**config.mk**
```make
export PLATFORM = sky130hd
export DESIGN_NAME = alu_exec_ctrl_flat
export DESIGN_NICKNAME = d
export VERILOG_FILES = /design/src/rtl/alu_exec_ctrl_pkg.sv /design/src/rtl/alu_exec_ctrl_if.sv /design/src/rtl/alu_exec_ctrl_flag_update.sv /design/src/rtl/alu_exec_ctrl.sv /design/src/flat_wrapper.sv
export SDC_FILE = /design/constraint.sdc
export NUM_CORES = 1
export LEC_CHECK = 0
export CELL_PAD_IN_SITES_DETAIL_PLACEMENT = 1
export CELL_PAD_IN_SITES_GLOBAL_PLACEMENT = 1
export CORE_ASPECT_RATIO = 1.75
export CORE_UTILIZATION = 35
export CTS_BUF_LIST = sky130_fd_sc_hd__clkbuf_2 sky130_fd_sc_hd__clkbuf_4 sky130_fd_sc_hd__clkbuf_8
export DETAILED_ROUTE_END_ITERATION = 12
export GPL_ROUTABILITY_DRIVEN = 0
export GPL_TIMING_DRIVEN = 0
export PLACE_DENSITY_LB_ADDON = 0.25
export SLEW_MARGIN = 20
export SYNTH_ARGS = -nofsm -noshare
export SYNTH_HDL_FRONTEND = slang
export SYNTH_SLANG_ARGS = --single-unit
export TNS_END_PERCENT = 50
```
**constraint.sdc**
```tcl
create_clock -name clk -period 2.8 [get_ports clk]
set_clock_uncertainty 0.1 [all_clocks]
set_input_delay 0.56 -clock clk [delete_from_list [all_inputs] [get_ports clk]]
set_output_delay 0.56 -clock clk [all_outputs]
set_load 0.03 [all_outputs]
```
**src/rtl/alu_exec_ctrl_pkg.sv**
```systemverilog
// -----------------------------------------------------------------------------
// alu_pkg
// Shared definitions for the 2A03 ALU execution controller:
//   - ALU operation codes driven on alu_op
//   - request (decoded instruction) codes accepted on req_op
//   - controller FSM state encoding
//   - bit positions inside the {N,V,Z,C} flag vector
//   - small classification helpers for request codes
// -----------------------------------------------------------------------------
package alu_pkg;

    // ALU operation codes
    localparam logic [3:0] ALU_ADD  = 4'h0;
    localparam logic [3:0] ALU_SUB  = 4'h1;
    localparam logic [3:0] ALU_EOR  = 4'h2;
    localparam logic [3:0] ALU_OR   = 4'h3;
    localparam logic [3:0] ALU_AND  = 4'h4;
    localparam logic [3:0] ALU_INC  = 4'h5;
    localparam logic [3:0] ALU_DEC  = 4'h6;
    localparam logic [3:0] ALU_ROR  = 4'h7;
    localparam logic [3:0] ALU_ROL  = 4'h8;
    localparam logic [3:0] ALU_ASL  = 4'h9;
    localparam logic [3:0] ALU_LSR  = 4'hA;
    localparam logic [3:0] ALU_PASS = 4'hF;

    // Request codes
    localparam logic [4:0] OP_ADC   = 5'd0;
    localparam logic [4:0] OP_SBC   = 5'd1;
    localparam logic [4:0] OP_AND   = 5'd2;
    localparam logic [4:0] OP_ORA   = 5'd3;
    localparam logic [4:0] OP_EOR   = 5'd4;
    localparam logic [4:0] OP_CMP   = 5'd5;
    localparam logic [4:0] OP_BIT   = 5'd6;
    localparam logic [4:0] OP_LDA   = 5'd7;
    localparam logic [4:0] OP_ASL_A = 5'd8;
    localparam logic [4:0] OP_LSR_A = 5'd9;
    localparam logic [4:0] OP_ROL_A = 5'd10;
    localparam logic [4:0] OP_ROR_A = 5'd11;
    localparam logic [4:0] OP_INC_M = 5'd12;
    localparam logic [4:0] OP_DEC_M = 5'd13;
    localparam logic [4:0] OP_ASL_M = 5'd14;
    localparam logic [4:0] OP_LSR_M = 5'd15;
    localparam logic [4:0] OP_ROL_M = 5'd16;
    localparam logic [4:0] OP_ROR_M = 5'd17;
    localparam logic [4:0] OP_CLC   = 5'd18;
    localparam logic [4:0] OP_SEC   = 5'd19;
    localparam logic [4:0] OP_CLV   = 5'd20;

    // Controller FSM states
    typedef enum logic [1:0] {
        ST_IDLE = 2'd0,
        ST_EXEC = 2'd1,
        ST_WB   = 2'd2
    } state_t;

    // Flag bit positions in flags_nvzc
    localparam int FLAG_N = 3;
    localparam int FLAG_V = 2;
    localparam int FLAG_Z = 1;
    localparam int FLAG_C = 0;

    function automatic logic op_is_legal(input logic [4:0] op);
        return op <= OP_CLV;
    endfunction

    // Flag-only instructions complete in IDLE without using the ALU
    function automatic logic op_is_flag(input logic [4:0] op);
        return (op >= OP_CLC) && (op <= OP_CLV);
    endfunction

    // Read-modify-write memory instructions return their result via writeback
    function automatic logic op_is_rmw(input logic [4:0] op);
        return (op >= OP_INC_M) && (op <= OP_ROR_M);
    endfunction

    function automatic logic op_is_acc_shift(input logic [4:0] op);
        return (op >= OP_ASL_A) && (op <= OP_ROR_A);
    endfunction

    function automatic logic op_is_shift(input logic [4:0] op);
        return op_is_acc_shift(op) || ((op >= OP_ASL_M) && (op <= OP_ROR_M));
    endfunction

    function automatic logic op_writes_acc(input logic [4:0] op);
        return (op == OP_ADC) || (op == OP_SBC) || (op == OP_AND) ||
               (op == OP_ORA) || (op == OP_EOR) || (op == OP_LDA) ||
               op_is_acc_shift(op);
    endfunction

    function automatic logic [3:0] alu_code(input logic [4:0] op);
        logic [3:0] code;
        case (op)
            OP_ADC:             code = ALU_ADD;
            OP_SBC, OP_CMP:     code = ALU_SUB;
            OP_AND, OP_BIT:     code = ALU_AND;
            OP_ORA:             code = ALU_OR;
            OP_EOR:             code = ALU_EOR;
            OP_ASL_A, OP_ASL_M: code = ALU_ASL;
            OP_LSR_A, OP_LSR_M: code = ALU_LSR;
            OP_ROL_A, OP_ROL_M: code = ALU_ROL;
            OP_ROR_A, OP_ROR_M: code = ALU_ROR;
            OP_INC_M:           code = ALU_INC;
            OP_DEC_M:           code = ALU_DEC;
            default:            code = ALU_PASS;
        endcase
        return code;
    endfunction

endpackage

```
**src/rtl/alu_exec_ctrl_if.sv**
```systemverilog
// -----------------------------------------------------------------------------
// alu_exec_if
// Request and writeback handshakes of the ALU execution controller.
//   req_valid/req_ready/req_op/req_operand : instruction request
//   wb_valid/wb_ready/wb_data              : read-modify-write result return
// master : decoder / bus unit side
// slave  : controller side
// -----------------------------------------------------------------------------
interface alu_exec_if;
    logic       req_valid;
    logic       req_ready;
    logic [4:0] req_op;
    logic [7:0] req_operand;
    logic       wb_valid;
    logic [7:0] wb_data;
    logic       wb_ready;

    modport master (
        output req_valid, req_op, req_operand, wb_ready,
        input  req_ready, wb_valid, wb_data
    );

    modport slave (
        input  req_valid, req_op, req_operand, wb_ready,
        output req_ready, wb_valid, wb_data
    );
endinterface

```
**src/rtl/alu_exec_ctrl_flag_update.sv**
```systemverilog
// -----------------------------------------------------------------------------
// alu_flag_update
// Combinational next-{N,V,Z,C} for an ALU-class instruction.
//   op         : latched request code
//   res        : ALU result byte (alu_f[7:0])
//   alu_carry  : ALU carry-out flag
//   alu_ovf    : ALU overflow flag
//   operand    : latched memory/immediate operand
//   acc        : current accumulator (needed by BIT)
//   flags_in   : current {N,V,Z,C}
//   flags_next : {N,V,Z,C} to capture at the end of EXEC
// -----------------------------------------------------------------------------
module alu_flag_update
    import alu_pkg::*;
(
    input  logic [4:0] op,
    input  logic [7:0] res,
    input  logic       alu_carry,
    input  logic       alu_ovf,
    input  logic [7:0] operand,
    input  logic [7:0] acc,
    input  logic [3:0] flags_in,
    output logic [3:0] flags_next
);

    always_comb begin
        flags_next = flags_in;
        if (op == OP_BIT) begin
            // BIT looks at the operand itself rather than the ALU result
            flags_next[FLAG_N] = operand[7];
            flags_next[FLAG_V] = operand[6];
            flags_next[FLAG_Z] = ((acc & operand) == 8'h00);
        end else begin
            // N/Z are always recomputed locally from the result byte
            flags_next[FLAG_N] = res[7];
            flags_next[FLAG_Z] = (res == 8'h00);
            if ((op == OP_ADC) || (op == OP_SBC)) begin
                flags_next[FLAG_C] = alu_carry;
                flags_next[FLAG_V] = alu_ovf;
            end else if ((op == OP_CMP) || op_is_shift(op)) begin
                flags_next[FLAG_C] = alu_carry;
            end
        end
    end

endmodule

```
**src/rtl/alu_exec_ctrl.sv**
```systemverilog
// -----------------------------------------------------------------------------
// alu_exec_ctrl
// Command-side execution controller for the 2A03 ALU. Accepts one decoded
// ALU-class instruction at a time, drives the external combinational ALU for
// one EXEC cycle, owns accumulator A and the N/V/Z/C flags, and returns
// read-modify-write results through a writeback handshake.
//   clk, rst_n      : clock, asynchronous active-low reset
//   bus (slave)     : request and writeback handshakes
//   alu_op/a/b      : ALU operation and data inputs
//   alu_carry_in    : ALU carry input
//   alu_overflow_in : ALU overflow input
//   alu_f           : ALU result, bit 8 is carry-out
//   alu_carry       : ALU carry flag
//   alu_overflow    : ALU overflow flag
//   acc             : accumulator A
//   flags_nvzc      : {N,V,Z,C}
//   busy            : controller not in IDLE
//   err             : one-cycle pulse after an illegal request code
// -----------------------------------------------------------------------------
module alu_exec_ctrl
    import alu_pkg::*;
#(
    parameter bit ILLEGAL_ERR = 1'b1
) (
    input  logic       clk,
    input  logic       rst_n,
    alu_exec_if.slave  bus,
    output logic [3:0] alu_op,
    output logic [7:0] alu_a,
    output logic [7:0] alu_b,
    output logic       alu_carry_in,
    output logic       alu_overflow_in,
    input  logic [8:0] alu_f,
    input  logic       alu_carry,
    input  logic       alu_overflow,
    output logic [7:0] acc,
    output logic [3:0] flags_nvzc,
    output logic       busy,
    output logic       err
);

    state_t     state_reg, state_next;
    logic [4:0] op_reg;
    logic [7:0] operand_reg;
    logic [7:0] acc_reg;
    logic [3:0] flags_reg;
    logic [3:0] flags_next;
    logic [7:0] wb_data_reg;
    logic       err_reg;
    logic       accept;

    // Carry is taken from alu_carry; the duplicate carry-out in alu_f is not needed
    logic unused_alu_f8;
    assign unused_alu_f8 = alu_f[8];

    assign accept = (state_reg == ST_IDLE) && bus.req_valid;

    // State register
    always_ff @(posedge clk or negedge rst_n) begin
        if (!rst_n) begin
            state_reg <= ST_IDLE;
        end else begin
            state_reg <= state_next;
        end
    end

    // Next-state logic
    always_comb begin
        state_next = state_reg;
        case (state_reg)
            ST_IDLE: begin
                // Illegal and flag-only requests never leave IDLE
                if (accept && op_is_legal(bus.req_op) && !op_is_flag(bus.req_op)) begin
                    state_next = ST_EXEC;
                end
            end
            ST_EXEC: begin
                state_next = op_is_rmw(op_reg) ? ST_WB : ST_IDLE;
            end
            ST_WB: begin
                if (bus.wb_ready) begin
                    state_next = ST_IDLE;
                end
            end
            default: state_next = ST_IDLE;
        endcase
    end

    // Output logic
    always_comb begin
        busy            = (state_reg != ST_IDLE);
        alu_op          = ALU_PASS;
        alu_a           = 8'h00;
        alu_b           = 8'h00;
        alu_carry_in    = 1'b0;
        alu_overflow_in = 1'b0;
        if (state_reg == ST_EXEC) begin
            alu_op          = alu_code(op_reg);
            alu_a           = ((op_reg == OP_LDA) || op_is_rmw(op_reg)) ? operand_reg : acc_reg;
            alu_b           = op_is_acc_shift(op_reg) ? acc_reg : operand_reg;
            // CMP is a subtract with no incoming borrow
            alu_carry_in    = (op_reg == OP_CMP) ? 1'b1 : flags_reg[FLAG_C];
            alu_overflow_in = flags_reg[FLAG_V];
        end
    end

    assign bus.req_ready = (state_reg == ST_IDLE);
    assign bus.wb_valid  = (state_reg == ST_WB);
    assign bus.wb_data   = wb_data_reg;
    assign acc           = acc_reg;
    assign flags_nvzc    = flags_reg;
    assign err           = err_reg;

    alu_flag_update u_flag_update (
        .op         (op_reg),
        .res        (alu_f[7:0]),
        .alu_carry  (alu_carry),
        .alu_ovf    (alu_overflow),
        .operand    (operand_reg),
        .acc        (acc_reg),
        .flags_in   (flags_reg),
        .flags_next (flags_next)
    );

    // Architectural state and request latch
    always_ff @(posedge clk or negedge rst_n) begin
        if (!rst_n) begin
            op_reg      <= OP_LDA;
            operand_reg <= 8'h00;
            acc_reg     <= 8'h00;
            flags_reg   <= 4'h0;
            wb_data_reg <= 8'h00;
            err_reg     <= 1'b0;
        end else begin
            err_reg <= 1'b0;
            case (state_reg)
                ST_IDLE: begin
                    if (accept) begin
                        if (!op_is_legal(bus.req_op)) begin
                            err_reg <= ILLEGAL_ERR;
                        end else if (bus.req_op == OP_CLC) begin
                            flags_reg[FLAG_C] <= 1'b0;
                        end else if (bus.req_op == OP_SEC) begin
                            flags_reg[FLAG_C] <= 1'b1;
                        end else if (bus.req_op == OP_CLV) begin
                            flags_reg[FLAG_V] <= 1'b0;
                        end else begin
                            op_reg      <= bus.req_op;
                            operand_reg <= bus.req_operand;
                        end
                    end
                end
                ST_EXEC: begin
                    flags_reg <= flags_next;
                    if (op_writes_acc(op_reg)) begin
                        acc_reg <= alu_f[7:0];
                    end
                    if (op_is_rmw(op_reg)) begin
                        wb_data_reg <= alu_f[7:0];
                    end
                end
                default: ;
            endcase
        end
    end

endmodule

```
**src/flat_wrapper.sv**
```systemverilog
// flat-port wrapper written by rule: the top's interface ports become plain ports
module alu_exec_ctrl_flat import alu_pkg::*;
#(
    parameter bit ILLEGAL_ERR = 1'b1
)
  (clk, rst_n, alu_op, alu_a, alu_b, alu_carry_in, alu_overflow_in, alu_f, alu_carry, alu_overflow, acc, flags_nvzc, busy, err, bus_req_valid, bus_req_op, bus_req_operand, bus_wb_ready, bus_req_ready, bus_wb_valid, bus_wb_data);
  alu_exec_if bus_i ();
  input  logic clk;
  input  logic rst_n;
  output logic [3:0] alu_op;
  output logic [7:0] alu_a;
  output logic [7:0] alu_b;
  output logic alu_carry_in;
  output logic alu_overflow_in;
  input  logic [8:0] alu_f;
  input  logic alu_carry;
  input  logic alu_overflow;
  output logic [7:0] acc;
  output logic [3:0] flags_nvzc;
  output logic busy;
  output logic err;
  input wire logic [$bits(bus_i.req_valid)-1:0] bus_req_valid;
  input wire logic [$bits(bus_i.req_op)-1:0] bus_req_op;
  input wire logic [$bits(bus_i.req_operand)-1:0] bus_req_operand;
  input wire logic [$bits(bus_i.wb_ready)-1:0] bus_wb_ready;
  output wire logic [$bits(bus_i.req_ready)-1:0] bus_req_ready;
  output wire logic [$bits(bus_i.wb_valid)-1:0] bus_wb_valid;
  output wire logic [$bits(bus_i.wb_data)-1:0] bus_wb_data;
  assign bus_i.req_valid = bus_req_valid;
  assign bus_i.req_op = bus_req_op;
  assign bus_i.req_operand = bus_req_operand;
  assign bus_i.wb_ready = bus_wb_ready;
  assign bus_req_ready = bus_i.req_ready;
  assign bus_wb_valid = bus_i.wb_valid;
  assign bus_wb_data = bus_i.wb_data;
  alu_exec_ctrl #(.ILLEGAL_ERR(ILLEGAL_ERR)) u_core (.clk(clk), .rst_n(rst_n), .bus(bus_i), .alu_op(alu_op), .alu_a(alu_a), .alu_b(alu_b), .alu_carry_in(alu_carry_in), .alu_overflow_in(alu_overflow_in), .alu_f(alu_f), .alu_carry(alu_carry), .alu_overflow(alu_overflow), .acc(acc), .flags_nvzc(flags_nvzc), .busy(busy), .err(err));
endmodule
```
==> run metrics, run 1 <==
Max Slew Vio Count 0; final setup fails 1; vias approximately 1.9k; largest net degree at the start of global routing 29; CTS tree done; clock tree root buffer cell clkbuf_8; Crit path required time ~2.1 ns; Post-route DRC 0; leakage power figure between 0.001 and 0.0015 uW; I/O Buffers 72; commonest cells after routing, fill and taps aside clkdlybuf4s50_1, dfrtp_1, mux2_2; total die area 6449 um2; Congestion Overflow GR 0; cell area after layout around 3100 um2; Rows 37; WL per Instance about 18 um; crit start category flip-flop; crit path time final between 2 and 3 ns; first-pass GRT wire length ~10 mm; Setup TNS -0.01282 ns; CTS H-tree depth 2; CP arrival 2.15 ns; Highest Clock Rate between 300 and 400 MHz; Worst-path clk slew roughly 0.070 ns; WS Path Type flip-flop to primary output; final worst slack -0.01282 ns; synth top area cells dfrtp_1, mux2_2, mux2i_1; Initial Util about 36%; chip height approximately 110 um; crit share post-route 100.5%; Detailed Place HPWL between 5 and 6 mm; CTS Sinks 36; VDD IR max around 450 uV; RSZ-0062 raised after global routing true; syn nets 236; Seq/Total Area, Yosys 42.23%; Cell Area, Synth approximately 2100 um2; area leader, netlist dfrtp_1; Clock Path Buffers 2; Starting DRT DRC Count 42; CTS Buf Count 5; syn avg cell area roughly 11 um2; n_diodes 0; Total GRT Usage a little under a quarter; yosys warns 0; Rel. slew slack 56.77%; Chip Width between 60 and 70 um; # hold bufs at CTS 0; Worst Hold Class input port to asynchronous set/reset pin; Placed Area just under 3000 um2; status complete, but fails checks; core area 5879 um2; I/O pin cnt between 70 and 80; Syn Inst Count just over 200; number of global-route vias before repair between 2k and 2.5k; Worst-Skew Late Latency 0.29 ns; vias per cell 5.159; failing checks setup timing; CP Capture Type primary output; Layout area overhead 46.96%; most common cell after layout, fill and taps aside clkdlybuf4s50_1; Routed WL ~6.7 mm; initial antenna violation count 0; layout cells sized above 1 29.79%; library cells used by synthesis 44; Nets 323; worst-margin pin slew about 0.64 ns; CP max FO 10; count of max-cap constraint violations 0; TritonRoute pass-1 iters 4; Yosys top cell area share 38.55%; Antenna Violating Nets Remaining 0; pwr dens 933.1 nW/um2; Synth Register Bits 36; Final Hold Vio Count 0
## cell type report
class,instances,area [um2]
multi-input cells,149,1174
repair buffers,80,782.0
inverters,10,37.54
well taps,78,97.59
clock buffers,7,83.83
clock inverters,1,5.005
plain buffers,9,63.81
fillers,679,2731
flip-flops and latches,36,904.6
## stage by stage
| step | power [uW] | std cells | setup slack, ns | utilization (%) | hold slack [ns] |
|---|---|---|---|---|---|
| final | 2938 | 370 | -0.01282 | 53.54 | 0.02520 |
| after CTS | 2905 | 366 | -0.05728 | 52.56 | 0.02103 |
| after global placement | 2456 | 354 | -0.5026 | 50.35 | 0.3666 |
| after floorplan | 1865 | 204 | 0.1099 | - | 0.1644 |
| after detailed placement | 2489 | 355 | -0.5122 | 50.61 | 0.3415 |
| after global routing | 3095 | 370 | -0.08435 | 53.54 | 0.03765 |
## power breakdown
group	leakage (uW)	switching [uW]	internal [uW]	total, uW
Sequential	0.000429	193	719	912
Clock	0.0000491	181	194	375
Combinational	0.000928	889	762	1650
## synthesized netlist by cell type, drive strengths merged
cell and instances:
a211oi 1, a21o 2, a21oi 6, a22oi 4
a2bb2oi 2, a31oi 4, a32oi 1, a41oi 1
and2b 1, and4bb 1, buf 8, clkbuf 1
dfrtp 33, dfstp 3, ha 4, inv 10
mux2 27, mux2i 19, nand2 10, nand2b 4
nand3 4, nand4 1, nor2 24, nor2b 4
nor3 2, nor3b 1, nor4 2, nor4b 1
nor4bb 1, o211ai 2, o21ai 14, o21ba 1
o21bai 1, o31ai 1, or2 3
## per-layer routing
metal / track usage (%) / vias to the layer above / wire [um]
met5: 0 / - / 0
met2: 41.54 / 52 / 3862
met3: 4.417 / 12 / 266
met1: 22.33 / 951 / 2295
met4: 11.20 / 0 / 237
li1: - / 894 / -
## critical path, stage by stage, from the launching register on
cell and delay, ns:
dfstp_2 0.55, buf_4 0.11, buf_4 0.10, nand2_1 0.05, o211ai_1 0.22, buf_6 0.21, mux2i_1 0.25, nor2_1 0.08
clkdlybuf4s15_2 0.29
## path summary, 6_finish.rpt
kind | startpoint | to | slack [ns] | cells past startpoint
worst min-delay path | rst_n | u_core.operand_reg[4]$_DFFE_PN0P_ | 0.03 | 1
worst min register to register | u_core.flags_nvzc[3]$_DFFE_PN0P_ | u_core.flags_nvzc[3]$_DFFE_PN0P_ | 0.40 | 2
min in group clk | u_core.flags_nvzc[3]$_DFFE_PN0P_ | u_core.flags_nvzc[3]$_DFFE_PN0P_ | 0.40 | 2
worst max-delay path | u_core.op_reg[1]$_DFFE_PN1P_ | alu_b[1] | -0.01 | 8
max in group asynchronous | rst_n | u_core.op_reg[2]$_DFFE_PN1P_ | 2.08 | 2
worst max register to register | u_core.op_reg[0]$_DFFE_PN1P_ | u_core.acc[0]$_DFFE_PN0P_ | 0.51 | 7
## cells by family after synthesis
group           after synthesis  share of synthesized area (%)
simple gates                 59                          14.60
mux                          46                          23.07
compound gates               40                          13.38
flops                        36                          42.23
buf+inv                      19                          4.381
fa+ha+maj                     4                          2.337
## repair_timing
action                     in CTS  in global routing
pin swaps                       1                  1
setup buffers                   3                  4
setup endpoints to repair      22                 19
gates resized for setup        91                 11
Note: power is estimated with default switching activity, not from simulation.
==> run 2, diff against run 1 <==
- ABC_AREA: not set -> 1
- CORE_UTILIZATION: 35 -> 34
- PLACE_DENSITY: not set -> 0.91
- PLACE_DENSITY_LB_ADDON: 0.25 -> not set
==> run metrics, run 2 <==
number of global-route vias before repair 2495 (+22%); Clock Path Buffers 2 (unchanged); count of max-cap constraint violations 0 (unchanged); chip height 109.9 um (+4.2%); I/O pin cnt 74 (unchanged); clock tree root buffer cell clkbuf_8; Seq/Total Area, Yosys 39.99% (-2.2 points); Total GRT Usage 22.66% (+0.097 points); I/O Buffers 72 (unchanged); status complete, but fails checks; final worst slack -0.01589 ns (-0.003070 ns); Yosys top cell area share 36.50% (-2.0 points); Worst-path clk slew 0.08 ns (about the same); library cells used by synthesis 32 (-27%); RSZ-0062 raised after global routing true; Cell Area, Synth 2262 um2 (+5.6%); EDFF count, synth 0 (unchanged); Synth Register Bits 36 (unchanged); CTS Sinks 36 (unchanged); final setup fails 1 (unchanged); CTS Buf Count 5 (unchanged); ys async rst share 100.0% (unchanged); register area 904.6 um2 (unchanged); syn nets 330 (+40%); initial antenna violation count 0 (unchanged); Antenna Violating Nets Remaining 0 (unchanged); Inst Count DP 453 (+28%); crit share post-route 100.6% (+0.11 points); CTS tree done; worst hold slack 0.3987 ns (+0.3735 ns); TritonRoute pass-1 iters 7 (+3); Syn Inst Count 298 (+46%); Nets 413 (+28%); CP Capture Type primary output; most common cell after layout, fill and taps aside nand2_1; crit path time final 2.816 ns (+0.003070 ns); vias per cell 5.054 (-2.0%); syn avg cell area 7.591 um2 (-28%); Congestion Overflow GR 0 (unchanged); largest net degree at the start of global routing 31 (+6.9%); core area 6490 um2 (+10%); vias 2345 (+23%); Initial Util 34.86% (-1.6 points); yosys warns 0 (unchanged); WS Path Type flip-flop to primary output; Worst-Skew Late Latency 0.30 ns (about the same); Rows 39 (+5.4%); CP max FO 10 (unchanged); Detailed Place HPWL 5.698 mm (+13%); Fillers 810 (+19%); Chip Width 63.66 um (+4.1%); Final Hold Vio Count 0 (unchanged); Routed WL 7.282 mm (+9.3%); Rel. slew slack 72.45% (+16 points); total die area 6997 um2 (+8.5%); final non-filler cell total 464 (+25%); CP arrival 2.16 ns (about the same); synth top area cells dfrtp_1, nand2_1, nor2_1; worst-margin pin slew 0.4089 ns (-0.2308 ns); failing checks setup timing; Worst Hold Class flip-flop to flip-flop; leakage power figure 0.001523 uW (+8.4%); commonest cells after routing, fill and taps aside nand2_1, clkdlybuf4s50_1, nor2_1; top post-synthesis cells by count nand2_1, nor2_1, dfrtp_1, inv_1, o21ai_0; multi-input logic area 1184 um2 (+0.85%); WL per Instance 15.69 um (-13%); n_diodes 0 (unchanged); Starting DRT DRC Count 97 (+130%); first-pass GRT wire length 12.01 mm (+15%); top-count cell post-synth nand2_1; Max Slew Vio Count 0 (unchanged); main flop type after synthesis dfrtp_1; Setup TNS -0.01589 ns (-0.003070 ns); pwr dens 1057 nW/um2 (+13%); Post-route DRC 0 (unchanged); area leader, netlist dfrtp_1; layout cells sized above 1 24.08% (-5.7 points); crit start category flip-flop; Layout area overhead 43.14%; CTS H-tree depth 2 (unchanged); Crit path required time 2.14 ns (about the same); VDD IR max 544.8 uV (+20%); Highest Clock Rate 355.1 MHz (-0.11%)
run 2: cell count changes in the layout (fill, tap and decap cells not counted), sizes merged, moves of 5 or more:
cell / change
a21oi: +6
buf: -6
inv: +23
mux2: -27
mux2i: -19
nand2: +74
nand3: +8
nand4: +5
nor2: +21
o21ai: +34
run 2: worst paths after layout:
check	from	endpoint	slack (ns)	depth (start not counted)
worst max-delay path	u_core.op_reg[0]$_DFFE_PN1P_	alu_a[2]	-0.02	9
worst min register to register	u_core.bus.wb_data[3]$_DFFE_PN0P_	u_core.bus.wb_data[3]$_DFFE_PN0P_	0.40	2
worst min-delay path	u_core.bus.wb_data[3]$_DFFE_PN0P_	u_core.bus.wb_data[3]$_DFFE_PN0P_	0.40	2
worst max register to register	u_core.op_reg[0]$_DFFE_PN1P_	u_core.acc[6]$_DFFE_PN0P_	0.80	10
min in group asynchronous	rst_n	u_core.err$_DFF_PN0_	0.54	2
max in group asynchronous	rst_n	u_core.operand_reg[5]$_DFFE_PN0P_	1.65	3
run 2: where the power goes:
group	switching (uW)	internal, uW
combinational	1220	755
clock	204	263
sequential	241	741
total	1660	1760
run 2: logic make-up after synthesis:
kind of cell / synth area share (%)
AOI/OAI and AO/OA: 17.59
adders and majority gates: 2.212
buffers and inverters: 9.292
DFF: 39.99
and+or+nand+nor: 30.92
run 2: repair_timing:
action / 4_1_cts / 5_1_grt
gates resized for setup: 69 / 33
pin swaps: 0 / 1
endpoints found under the hold margin: 3 / 0
buffers inserted: 2 / 0
hold buffers: 1 / 0
setup endpoints to repair: 20 / 18
run 2: stage by stage:
| step | total power, uW | setup WS (ns) | instance area [um2] | util (%) |
|---|---|---|---|---|
| 2_1_floorplan | 2164 | 0.3497 | 2262 | - |
| 3_3_place_gp | 2853 | -0.1693 | 3085 | 47.54 |
| 3_5_place_dp | 2920 | -0.2160 | 3100 | 47.77 |
| 4_1_cts | 3382 | -0.003030 | 3204 | 49.37 |
| 5_1_grt | 3649 | -0.08485 | 3238 | 49.89 |
| 6_report | 3423 | -0.01589 | 3238 | 49.89 |
run 2: final cells by class:
cell class                      instances  share of cell area [%]
Buffer                                  9                   2.782
Clock buffer                            5                   2.125
Clock inverter                          3                   1.314
Inverter                               33                   3.903
Multi-Input combinational cell        220                   36.55
Sequential cell                        36                   27.94
Tap cell                               82                   3.168
Timing Repair Buffer                   76                   22.22
run 2: worst max-delay path: stages (launching register included):
cell     delay (ns)
dfstp_2        0.62
ha_4           0.17
inv_1          0.06
nor3_2         0.18
inv_2          0.08
nand2_2        0.09
buf_6          0.15
o21ai_0        0.09
nor2_1         0.22
buf_4          0.21
run 2: routing by layer:
metal / global-route usage, % / vias up / share of wire [%]
met5: 0 / - / 0
met4: 12.50 / 0 / 3.6
met3: 3.112 / 18 / 3.3
met2: 42.55 / 58 / 56
met1: 23.83 / 1136 / 37
li1: - / 1133 / -
